### src/rtl/fft_io_pkg.sv
// Shared constants and types for the FFT sample-load path.
package fft_io_pkg;

    localparam int FRAME_N  = 8;
    localparam int IDX_W    = 3;
    localparam int SAMPLE_W = 32;

    typedef enum logic [1:0] {
        IDLE,
        START,
        SEND,
        WAIT_DONE
    } send_state_e;

    typedef struct packed {
        logic [SAMPLE_W-1:0] re;
        logic [SAMPLE_W-1:0] im;
    } sample_t;

endpackage

### src/rtl/fft_frame_buf.sv
// Ping-pong sample store: two banks of FRAME_N complex entries,
// one synchronous write port and one combinational read port.
module fft_frame_buf
    import fft_io_pkg::*;
#(
    parameter int DW = 32
) (
    input  logic              i_clk,
    input  logic              i_we,
    input  logic [IDX_W:0]    i_waddr,
    input  logic [2*DW-1:0]   i_wdata,
    input  logic [IDX_W:0]    i_raddr,
    output logic [2*DW-1:0]   o_rdata
);

    logic [2*DW-1:0] mem_q [2*FRAME_N];

    // NOTE: sequential state is always written with <= so every flop samples
    // pre-edge values. The array has no reset: the full flags alone say which
    // entries hold a valid frame, so stale contents are never observed.
    always_ff @(posedge i_clk) begin
        if (i_we) begin
            mem_q[i_waddr] <= i_wdata;
        end
    end

    assign o_rdata = mem_q[i_raddr];

endmodule

### src/rtl/fft_frame_feeder.sv
// Assembles upstream samples into 8-sample ping-pong frames and issues each
// to the FFT core as start pulse + 8 contiguous beats, gated by core done.
module fft_frame_feeder
    import fft_io_pkg::*;
#(
    parameter int DW           = 32,
    parameter int DONE_TIMEOUT = 256
) (
    input  logic          i_clk,
    input  logic          i_rst,
    input  logic          s_valid,
    output logic          s_ready,
    input  logic [DW-1:0] s_re,
    input  logic [DW-1:0] s_im,
    input  logic          s_last,
    output logic          o_start,
    output logic          o_valid,
    output logic [DW-1:0] o_re,
    output logic [DW-1:0] o_im,
    input  logic          i_done,
    output logic          o_busy,
    output logic          o_frame_err,
    output logic          o_timeout
);

    localparam int               TMO_W    = $clog2(DONE_TIMEOUT);
    localparam logic [IDX_W-1:0] LAST_IDX = IDX_W'(FRAME_N - 1);
    localparam logic [TMO_W-1:0] TMO_MAX  = TMO_W'(DONE_TIMEOUT - 1);

    send_state_e      state_q, state_d;
    logic [IDX_W-1:0] idx_q, idx_d;
    logic [TMO_W-1:0] tmo_q, tmo_d;
    logic [1:0]       full_q, full_d;
    logic             fill_ptr_q, fill_ptr_d;
    logic             send_ptr_q, send_ptr_d;
    logic [IDX_W-1:0] fill_cnt_q, fill_cnt_d;
    logic             start_q, start_d;
    logic             valid_q, valid_d;
    logic             busy_q, busy_d;
    logic             frame_err_q, frame_err_d;
    logic             timeout_q, timeout_d;
    logic [DW-1:0]    re_q, re_d;
    logic [DW-1:0]    im_q, im_d;

    logic             accept;
    logic             release_bank;
    logic [IDX_W:0]   rd_addr;
    logic [2*DW-1:0]  rd_data;

    assign s_ready = !i_rst && !full_q[fill_ptr_q];
    assign accept  = s_valid && s_ready;

    fft_frame_buf #(.DW(DW)) u_buf (
        .i_clk   (i_clk),
        .i_we    (accept),
        .i_waddr ({fill_ptr_q, fill_cnt_q}),
        .i_wdata ({s_re, s_im}),
        .i_raddr (rd_addr),
        .o_rdata (rd_data)
    );

    // NOTE: every signal assigned here gets a default first so no path
    // leaves it unassigned and no latch is inferred.
    always_comb begin
        full_d      = full_q;
        fill_ptr_d  = fill_ptr_q;
        fill_cnt_d  = fill_cnt_q;
        frame_err_d = 1'b0;
        if (accept) begin
            if (fill_cnt_q == LAST_IDX) begin
                full_d[fill_ptr_q] = 1'b1;
                fill_ptr_d         = ~fill_ptr_q;
                fill_cnt_d         = '0;
                frame_err_d        = !s_last;
            end else if (s_last) begin
                // Early last: drop the partial frame and restart the bank.
                fill_cnt_d  = '0;
                frame_err_d = 1'b1;
            end else begin
                fill_cnt_d = fill_cnt_q + IDX_W'(1);
            end
        end
        if (release_bank) begin
            full_d[send_ptr_q] = 1'b0;
        end
    end

    always_comb begin
        state_d      = state_q;
        idx_d        = idx_q;
        tmo_d        = tmo_q;
        send_ptr_d   = send_ptr_q;
        release_bank = 1'b0;
        timeout_d    = timeout_q;
        re_d         = re_q;
        im_d         = im_q;
        case (state_q)
            IDLE: begin
                if (full_q[send_ptr_q]) state_d = START;
            end
            START: begin
                state_d = SEND;
                idx_d   = '0;
            end
            SEND: begin
                if (idx_q == LAST_IDX) begin
                    state_d = WAIT_DONE;
                    tmo_d   = '0;
                end else begin
                    idx_d = idx_q + IDX_W'(1);
                end
            end
            WAIT_DONE: begin
                if (i_done) begin
                    release_bank = 1'b1;
                end else if (tmo_q == TMO_MAX) begin
                    release_bank = 1'b1;
                    timeout_d    = 1'b1;
                end else begin
                    tmo_d = tmo_q + TMO_W'(1);
                end
            end
            default: state_d = IDLE;
        endcase
        if (release_bank) begin
            send_ptr_d = ~send_ptr_q;
            state_d    = IDLE;
        end
        // Outputs are registered from the next state so they line up with it.
        start_d = (state_d == START);
        valid_d = (state_d == SEND);
        busy_d  = (state_d != IDLE);
        rd_addr = {send_ptr_q, idx_d};
        if (valid_d) begin
            {re_d, im_d} = rd_data;
        end
    end

    always_ff @(posedge i_clk) begin
        if (i_rst) begin
            state_q     <= IDLE;
            idx_q       <= '0;
            tmo_q       <= '0;
            full_q      <= '0;
            fill_ptr_q  <= 1'b0;
            send_ptr_q  <= 1'b0;
            fill_cnt_q  <= '0;
            start_q     <= 1'b0;
            valid_q     <= 1'b0;
            busy_q      <= 1'b0;
            frame_err_q <= 1'b0;
            timeout_q   <= 1'b0;
            re_q        <= '0;
            im_q        <= '0;
        end else begin
            state_q     <= state_d;
            idx_q       <= idx_d;
            tmo_q       <= tmo_d;
            full_q      <= full_d;
            fill_ptr_q  <= fill_ptr_d;
            send_ptr_q  <= send_ptr_d;
            fill_cnt_q  <= fill_cnt_d;
            start_q     <= start_d;
            valid_q     <= valid_d;
            busy_q      <= busy_d;
            frame_err_q <= frame_err_d;
            timeout_q   <= timeout_d;
            re_q        <= re_d;
            im_q        <= im_d;
        end
    end

    assign o_start     = start_q;
    assign o_valid     = valid_q;
    assign o_busy      = busy_q;
    assign o_frame_err = frame_err_q;
    assign o_timeout   = timeout_q;
    assign o_re        = re_q;
    assign o_im        = im_q;

endmodule

### config.mk
export PLATFORM = sky130hd
export DESIGN_NAME = fft_frame_feeder
export DESIGN_NICKNAME = d
export VERILOG_FILES = /design/src/rtl/fft_io_pkg.sv /design/src/rtl/fft_frame_buf.sv /design/src/rtl/fft_frame_feeder.sv
export SDC_FILE = /design/constraint.sdc
export NUM_CORES = 1
export LEC_CHECK = 0
export BUFFER_PORTS_ARGS = -buffer_cell sky130_fd_sc_hd__buf_4
export CAP_MARGIN = 15
export CORE_MARGIN = 10
export CORE_UTILIZATION = 45
export DETAILED_ROUTE_END_ITERATION = 12
export SYNTH_ARGS = -nofsm -noshare
export SYNTH_HDL_FRONTEND = slang
export SYNTH_SLANG_ARGS = --single-unit
### constraint.sdc
create_clock -name i_clk -period 9.6 [get_ports i_clk]
set_input_delay 0.48 -clock i_clk [delete_from_list [all_inputs] [get_ports i_clk]]
set_output_delay 0.48 -clock i_clk [all_outputs]
set_load 0.02 [all_outputs]
==> summary.md, run 1 <==
| Metric | Value |
|---|---|
| Run status | `complete, no violations` |
| Number of synthesized flops with an enable pin | `1024` |
| Pint | `0.00792 W` |
| # resized after CTS | `0` |
| Proportion of layout cells with a drive suffix above 1 | `0.159` |
| # IOs | `139` |
| DIE HEIGHT | `329 um` |
| Worst hold margin | `0.0995 ns` |
| WP buf/inv | `2` |
| Cells after synthesis | `2601` |
| CP endpoint kind | `register` |
| CTS Buf Count | `112` |
| Die Wd | `329 um` |
| Count leader, synth | `edfxtp_1` |
| Routed WL | `104 mm` |
| Combinational share of power | `0.013` |
| H-tree depth | `3` |
| Clock Sinks | `roughly 1100` |
| Flops & latches, synth | `1113` |
| Worst-case reg-to-reg path depth | `8` |
| Synth cell count leaders | `edfxtp_1 (1024), nand2_1 (614), mux2i_1 (304), o221ai_1 (109), dfxtp_1 (89)` |
| DP HPWL | `52.1 mm` |
| Worst slew margin | `0.246` |
| Fillers | `7696` |
| Bufs on Longest Clock Path | `3` |
| Hold Path Depth | `1` |
| Worst Path Required | `10.18 ns` |
| Maximum clock frequency | `255 MHz` |
| Synth Net Count | `~2700` |
| Max Slew Vio Count | `0` |
| Delay of the slowest critical-path stage | `0.76 ns` |
| Worst Tran Pin Value | `1.13 ns` |
| Vias/cell | `approximately 5.6` |
| Port bufs | `138` |
| Die Area | `108000 um2` |
| Core area | `roughly 95000 um2` |
| Area leader, netlist | `edfxtp_1` |
| Post-route DRC | `0` |
| TritonCTS clock tree | `built` |
| Largest net degree at the start of global routing | `173` |
| Sequential share of power | `0.542` |
| Fin nets | `2829` |
| Switching Share | `0.192` |
| Minimum clock period | `3.93 ns` |
| Psw | `0.00188 W` |
| Power density cells | `between 200 and 250 nW/um2` |
| Initial antenna violation count | `11` |
| Slowest-stage cell, CP | `o311a_4` |
| Clk_lat worst skew | `0.68 ns` |
| Starting Density | `0.452` |
| Post-synthesis cell type count | `49` |
| Synthesis-to-finish area growth | `14.1%` |
| Total grt overflow | `0` |
| Setup TNS | `0 ns` |
| CP Data Arrival Time | `4.51 ns` |
| Vias in the first global route | `23600` |
| Global-route wire length before repair | `153 mm` |
| Clock power frac | `0.445` |
| Fin util | `0.516` |
| Setup repair bufs after CTS | `0` |
| RSZ-0062 raised after global routing | `no` |
| CP Cell Sequence | `inv_1, ha_1, nand2_1, o311a_4, buf_12, mux2i_1, mux4_2, o221ai_1` |
| Hold Vio Cnt, Final | `0` |
| Max_cap viols | `0` |
| Vias | `23100` |
| Final Cycle Share | `0.409` |
| Ys flop type | `edfxtp_1` |
| Final Skew | `0.0190 ns` |
| CTS hold repair buffers | `0` |
| Hold Path Class | `primary input to register` |
| Synth Warn # | `0` |
| Syn_area_per_cell | `16.5 um2` |
| Root buffer cell | `clkbuf_16` |
| Rows | `113` |
| Async set or reset register ratio after synthesis | `0` |
| Detailed router's first-iteration violation count | `roughly 2000` |
| Worst VDD drop | `0.000157 V` |
| Synth area leaders | `edfxtp_1 (72%), mux2i_1 (7.1%), nand2_1 (5.4%), dfxtp_1 (4.2%), mux4_2 (3.2%)` |
| Post-synth top area share | `0.717` |
| Crit-path leading delay family | `compound AO/OA/AOI/OAI gates` |
| Levels on crit path | `8` |
| DRT Pass-1 Iters | `5` |
| Sequential fraction of the synthesis area | `0.759` |
| CP startpoint kind | `register` |
| Post-Syn Area | `42900 um2` |
| Final GP Congestion | `0.740` |
| CP Class | `register to register` |
| Crit-path max FO | `172` |
| CTS clk-pin slew, worst paths | `0.06 ns` |
| Endpoints failing setup | `0` |
| Leak pwr | `about 18 nW` |
| All-Layer GR Usage | `0.188` |
| Wirelength per Cell | `25.2 um` |
| Post-route ant nets | `0` |
-- power groups by stage --
| stage | Clock, W | Sequential (W) | Combinational (W) |
|---|---|---|---|
| floorplan | 0 | 0.00542 | 0.0000329 |
| global placement | 0 | 0.00541 | 0.000122 |
| detailed placement | 0 | 0.00541 | 0.000130 |
| CTS | 0.00445 | 0.00531 | 0.000131 |
| global route | 0.00463 | 0.00531 | 0.000142 |
| finish | 0.00437 | 0.00531 | 0.000129 |
-- routing by layer --
metal | up-vias | global-route usage | share of wire
li1 | 10300 | - | -
met1 | 11800 | 0.243 | 0.41
met2 | 745 | 0.318 | 0.50
met3 | 192 | 0.0356 | 0.062
met4 | 12 | 0.0631 | 0.026
met5 | - | 0 | 0.00083
-- layout make-up --
cell class	instances	area, um2	share of cell area
diodes	5	12.5	0.000256
clock buffers	157	3200	0.0654
clock inverters	49	519	0.0106
inverters	9	33.8	0.000691
multi-input cells	1331	9620	0.197
flip-flops and latches	1113	32500	0.665
well taps	1265	1580	0.0324
repair buffers	182	1390	0.0285
-- stage by stage --
| stage | total power, W | worst slack, ns | area [um2] | std cells |
|---|---|---|---|---|
| 3_3_place_gp | 0.00553 | 5.76 | 45200 | 3900 |
| 5_1_grt | 0.0101 | 5.46 | 48900 | 4109 |
| 3_5_place_dp | 0.00554 | 5.74 | 45200 | 3900 |
| 6_report | 0.00980 | 5.67 | 48900 | 4111 |
| 2_1_floorplan | 0.00545 | 2.82 | 42900 | 2601 |
| 4_1_cts | 0.00989 | 5.74 | 48900 | 4106 |
-- cells by family after synthesis --
kind of cell,after synthesis,share of synthesized area
AO/OA/AOI/OAI,220,0.0454
AND/OR/NAND/NOR,727,0.0673
multiplexers,365,0.103
buffers and inverters,157,0.0203
XOR/XNOR,8,0.00163
adder cells (fa/ha/maj),11,0.00321
flip-flops,1113,0.759
-- flip-flops by register name, indices dropped and copies added (netlist names) --
| register | flops |
|---|---|
| fill_ptr_q | 1 |
| fill_cnt_q | 3 |
| idx_q | 3 |
| state_q | 2 |
| full_q | 2 |
| tmo_q | 8 |
| u_buf.mem_q | 1024 |
| o_re | 32 |
| o_start | 1 |
| o_valid | 1 |
| o_frame_err | 1 |
| o_busy | 1 |
| send_ptr_q | 1 |
| o_im | 32 |
| o_timeout | 1 |
-- cell usage in the layout (no fill, tap or decap), types with 19 or more instances in the layout --
cell       count
clkbuf_16    115
buf_4        180
o221ai_1     109
mux4_2        61
nor2_1        19
a32oi_1       59
mux2i_1      304
edfxtp_1    1024
dfxtp_1       88
nand2_1      611
clkbuf_1      26
nand3_1       40
-- final timing paths --
| path | to | slack, ns | start |
|---|---|---|---|
| hold / removal | u_buf.mem_q[14][2] | 0.1 | s_im[2] |
| hold reg to reg | o_im[3] | 0.48 | o_im[3] |
| setup reg to reg | o_im[31] | 5.67 | state_q[0] |
| setup / recovery | o_im[31] | 5.67 | state_q[0] |
No activity file was read; power rests on OpenSTA's default activity.
==> run 2: changes to the inputs <==
Settings changed: ABC_AREA set to 1.
Clock period 9.6 ns to 3.6 ns, I/O delays scaled along.
==> summary.md, run 2 <==
| Metric | Value |
|---|---|
| Run status | `complete, no violations` |
| Ys flop type | `edfxtp_1` |
| Commonest cells after routing, fill and taps aside | `inv_1 (1057), edfxtp_1 (1024), nand3_1 (905), nand2_1 (671), nand4_1 (456)` |
| Post-route DRC | `0 (unchanged)` |
| DRT Pass-1 Iters | `6 (+1)` |
| Max_cap viols | `0 (unchanged)` |
| R2R Setup Slk | `0.65 ns (-5.02 ns)` |
| Crit-path max FO | `59 (-66%)` |
| Fin util | `0.521 (+0.00489)` |
| Leak pwr | `24.0 nW (+30%)` |
| Post-Syn Area | `49300 um2 (+15%)` |
| DIE HEIGHT | `351 um (+6.8%)` |
| CP Class | `register to register` |
| # IOs | `139 (unchanged)` |
| Proportion of layout cells with a drive suffix above 1 | `0.0870 (-0.0724)` |
| DP HPWL | `65.6 mm (+26%)` |
| Flops & latches, synth | `1113 (unchanged)` |
| Worst slew margin | `0.296 (+0.0502)` |
| Synth Net Count | `4894 (+83%)` |
| Final GP Congestion | `0.767 (+3.7%)` |
| Synth Warn # | `0 (unchanged)` |
| CTS Buf Count | `117 (+4.5%)` |
| WP buf/inv | `4 (+2)` |
| Endpoints failing setup | `0 (unchanged)` |
| Synthesis-to-finish area growth | `15.1%` |
| Slowest-stage cell, CP | `ha_1` |
| Detailed router's first-iteration violation count | `3501 (+74%)` |
| Max FFs per register | `1024 (unchanged)` |
| Async set or reset register ratio after synthesis | `0 (unchanged)` |
| Post-synth top area share | `0.624 (-0.0935)` |
| Largest net degree at the start of global routing | `175 (+1.2%)` |
| Post-route ant nets | `0 (unchanged)` |
| Pint | `0.0213 W (+170%)` |
| CTS hold repair buffers | `70 (+70)` |
| Power density cells | `472 nW/um2 (+140%)` |
| Rows | `121 (+7.1%)` |
| R2R Path End | `o_re[6]` |
| H-tree depth | `3 (unchanged)` |
| Clk_lat worst skew | `0.71 ns (+0.03 ns)` |
| Routed WL | `134 mm (+30%)` |
| Hold Vio Cnt, Final | `0 (unchanged)` |
| Number of cells after detailed placement | `6132 (+57%)` |
| RSZ-0062 raised after global routing | `no` |
| Clock Sinks | `1113 (unchanged)` |
| Post-synthesis cell type count | `33 (-33%)` |
| Fin nets | `4987 (+76%)` |
| # resized after CTS | `0 (unchanged)` |
| Final Skew | `0.0200 ns (+0.000944 ns)` |
| Global-route wire length before repair | `206 mm (+35%)` |
| CP Cell Sequence | `inv_1, ha_1, nand2_1, nand2_8, buf_12, buf_12, nand4_1, nand3_1, nand3_1, nand3_1, nand3_1, nand2_1, inv_1` |
| Vias in the first global route | `33900 (+44%)` |
| Worst Tran Pin Value | `1.06 ns (-0.0753 ns)` |
| Synth area leaders | `edfxtp_1 (62%), nand3_1 (9.2%), inv_1 (8.1%), nand4_1 (5.8%), nand2_1 (5.1%)` |
| Psw | `0.00547 W (+190%)` |
| Hold Path Depth | `2 (+1)` |
| Starting Density | `0.453 (about the same)` |
| Root buffer cell | `clkbuf_16` |
| Final Cycle Share | `0.820 (+0.411)` |
| Worst VDD drop | `0.000429 V (+170%)` |
| Sequential fraction of the synthesis area | `0.660 (-0.0990)` |
| CP Data Arrival Time | `3.54 ns (-0.97 ns)` |
| Combinational share of power | `0.024 (+0.011)` |
| Bufs on Longest Clock Path | `3 (unchanged)` |
| DP Area | `52200 um2 (+16%)` |
| Core area | `109000 um2 (+15%)` |
| Worst hold margin | `0.310 ns (+0.211 ns)` |
| Non-filler cells, final | `6428 (+56%)` |
| Switching Share | `0.204 (+0.0120)` |
| Initial antenna violation count | `5 (-6)` |
| Delay of the slowest critical-path stage | `0.50 ns (-0.26 ns)` |
| CP endpoint kind | `register` |
| Setup repair bufs after CTS | `0 (unchanged)` |
| Minimum clock period | `2.95 ns (-0.976 ns)` |
| Biggest register | `u_buf.mem_q` |
| Count leader, synth | `inv_1` |
| All-Layer GR Usage | `0.216 (+0.0274)` |
| Area leader, netlist | `edfxtp_1` |
| Die Area | `123000 um2 (+14%)` |
| Vias | `34900 (+51%)` |
| Max Slew Vio Count | `0 (unchanged)` |
| Clock power frac | `0.446 (about the same)` |
| Crit-path leading delay family | `simple AND/OR/NAND/NOR gates` |
| TritonCTS clock tree | `built` |
| Worst Path Required | `4.19 ns (-5.99 ns)` |
| Vias/cell | `5.42 (-3.3%)` |
| Die Wd | `351 um (+6.8%)` |
| Crit path top cell by count | `nand3_1` |
| Most common cell after layout, fill and taps aside | `inv_1` |
| Hold Crit Start | `s_im[21]` |
| Cells after synthesis | `4814 (+85%)` |
| Number of synthesized flops with an enable pin | `1024 (unchanged)` |
| Syn_area_per_cell | `10.2 um2 (-38%)` |
| Total grt overflow | `0 (unchanged)` |
| Synth cell count leaders | `inv_1 (1057), edfxtp_1 (1024), nand3_1 (905), nand2_1 (672), nand4_1 (456)` |
| Hold worst-path end | `u_buf.mem_q[10][21]` |
| Hold Path Class | `primary input to register` |
| Wirelength per Cell | `20.9 um (-17%)` |
| Worst-case reg-to-reg path depth | `13 (+5)` |
| Final instance area | `56700 um2 (+16%)` |
| Port bufs | `138 (unchanged)` |
| Maximum clock frequency | `339 MHz (+33%)` |
| Reg-to-reg startpoint | `state_q[0]` |
| CP startpoint kind | `register` |
| CTS clk-pin slew, worst paths | `0.06 ns (about the same)` |
| Sequential share of power | `0.530 (-0.012)` |
## run 2: cell types whose count changed after synthesis, sizes merged, moves of 119 or more
| cell | previous run | this run |
|---|---|---|
| inv | 8 | 1060 |
| nand3 | 40 | 908 |
| nand4 | 8 | 456 |
| mux2i | 304 | 0 |
| buf | 86 | 220 |
| nor2 | 32 | 158 |
| o221ai | 119 | 0 |
## run 2: worst register-to-register path: cells and delay by family, from the launching register on
kind	cells	cell delay, ns
fa+ha+maj	1	0.50
buf+inv	4	0.78
flops	1	0.35
simple gates	8	1.20
## run 2: cells by family after synthesis
family          count (synthesis)  share of synthesized area
flops                        1113                      0.660
fa+ha+maj                      11                    0.00279
compound gates                 91                    0.00967
simple gates                 2202                      0.215
xor+xnor                        2                   0.000356
buf+inv                      1395                      0.112
## run 2: layer usage
layer | global-route usage | up-vias | part of all wire
met5 | 0 | - | 0.00010
met4 | 0.0669 | 4 | 0.029
met3 | 0.0295 | 254 | 0.065
met1 | 0.282 | 16900 | 0.42
li1 | - | 16400 | -
met2 | 0.371 | 1294 | 0.49
## run 2: final cells by class
class / count / area [um2]
diodes: 3 / 7.51
clock buffers: 162 / 3250
clock inverters: 61 / 581
fillers: 9517 / 52100
inverters: 1061 / 4000
multi-input cells: 2306 / 11400
flip-flops and latches: 1113 / 32500
well taps: 1414 / 1770
repair buffers: 308 / 3190
## run 2: power groups by stage
| stage | registers (W) | clock network (W) | logic, W |
|---|---|---|---|
| 3_3_place_gp | 0.0145 | 0 | 0.000564 |
| 6_report | 0.0142 | 0.0119 | 0.000637 |
| 3_5_place_dp | 0.0145 | 0 | 0.000571 |
| 4_1_cts | 0.0142 | 0.0121 | 0.000641 |
| 5_1_grt | 0.0142 | 0.0126 | 0.000705 |
| 2_1_floorplan | 0.0145 | 0 | 0.000225 |
## run 2: per-stage QoR
stage	power, W	setup TNS, ns	setup slack, ns
2_1_floorplan	0.0147	-998.86	-0.975
3_3_place_gp	0.0150	0	0.774
5_1_grt	0.0276	0	0.443
4_1_cts	0.0270	0	0.691
6_report	0.0268	0	0.649
3_5_place_dp	0.0151	0	0.702
## run 2: worst max path at each step
stage	end	cells past startpoint	slack, ns	from
2_1_floorplan	u_buf.mem_q[0][0]	8	-0.98	i_rst
3_3_place_gp	o_re[20]	12	0.77	state_q[0]
3_5_place_dp	o_re[25]	13	0.70	state_q[0]
4_1_cts	o_re[25]	13	0.69	state_q[0]
5_1_grt	o_re[6]	14	0.44	state_q[0]
6_report	o_re[6]	13	0.65	state_q[0]
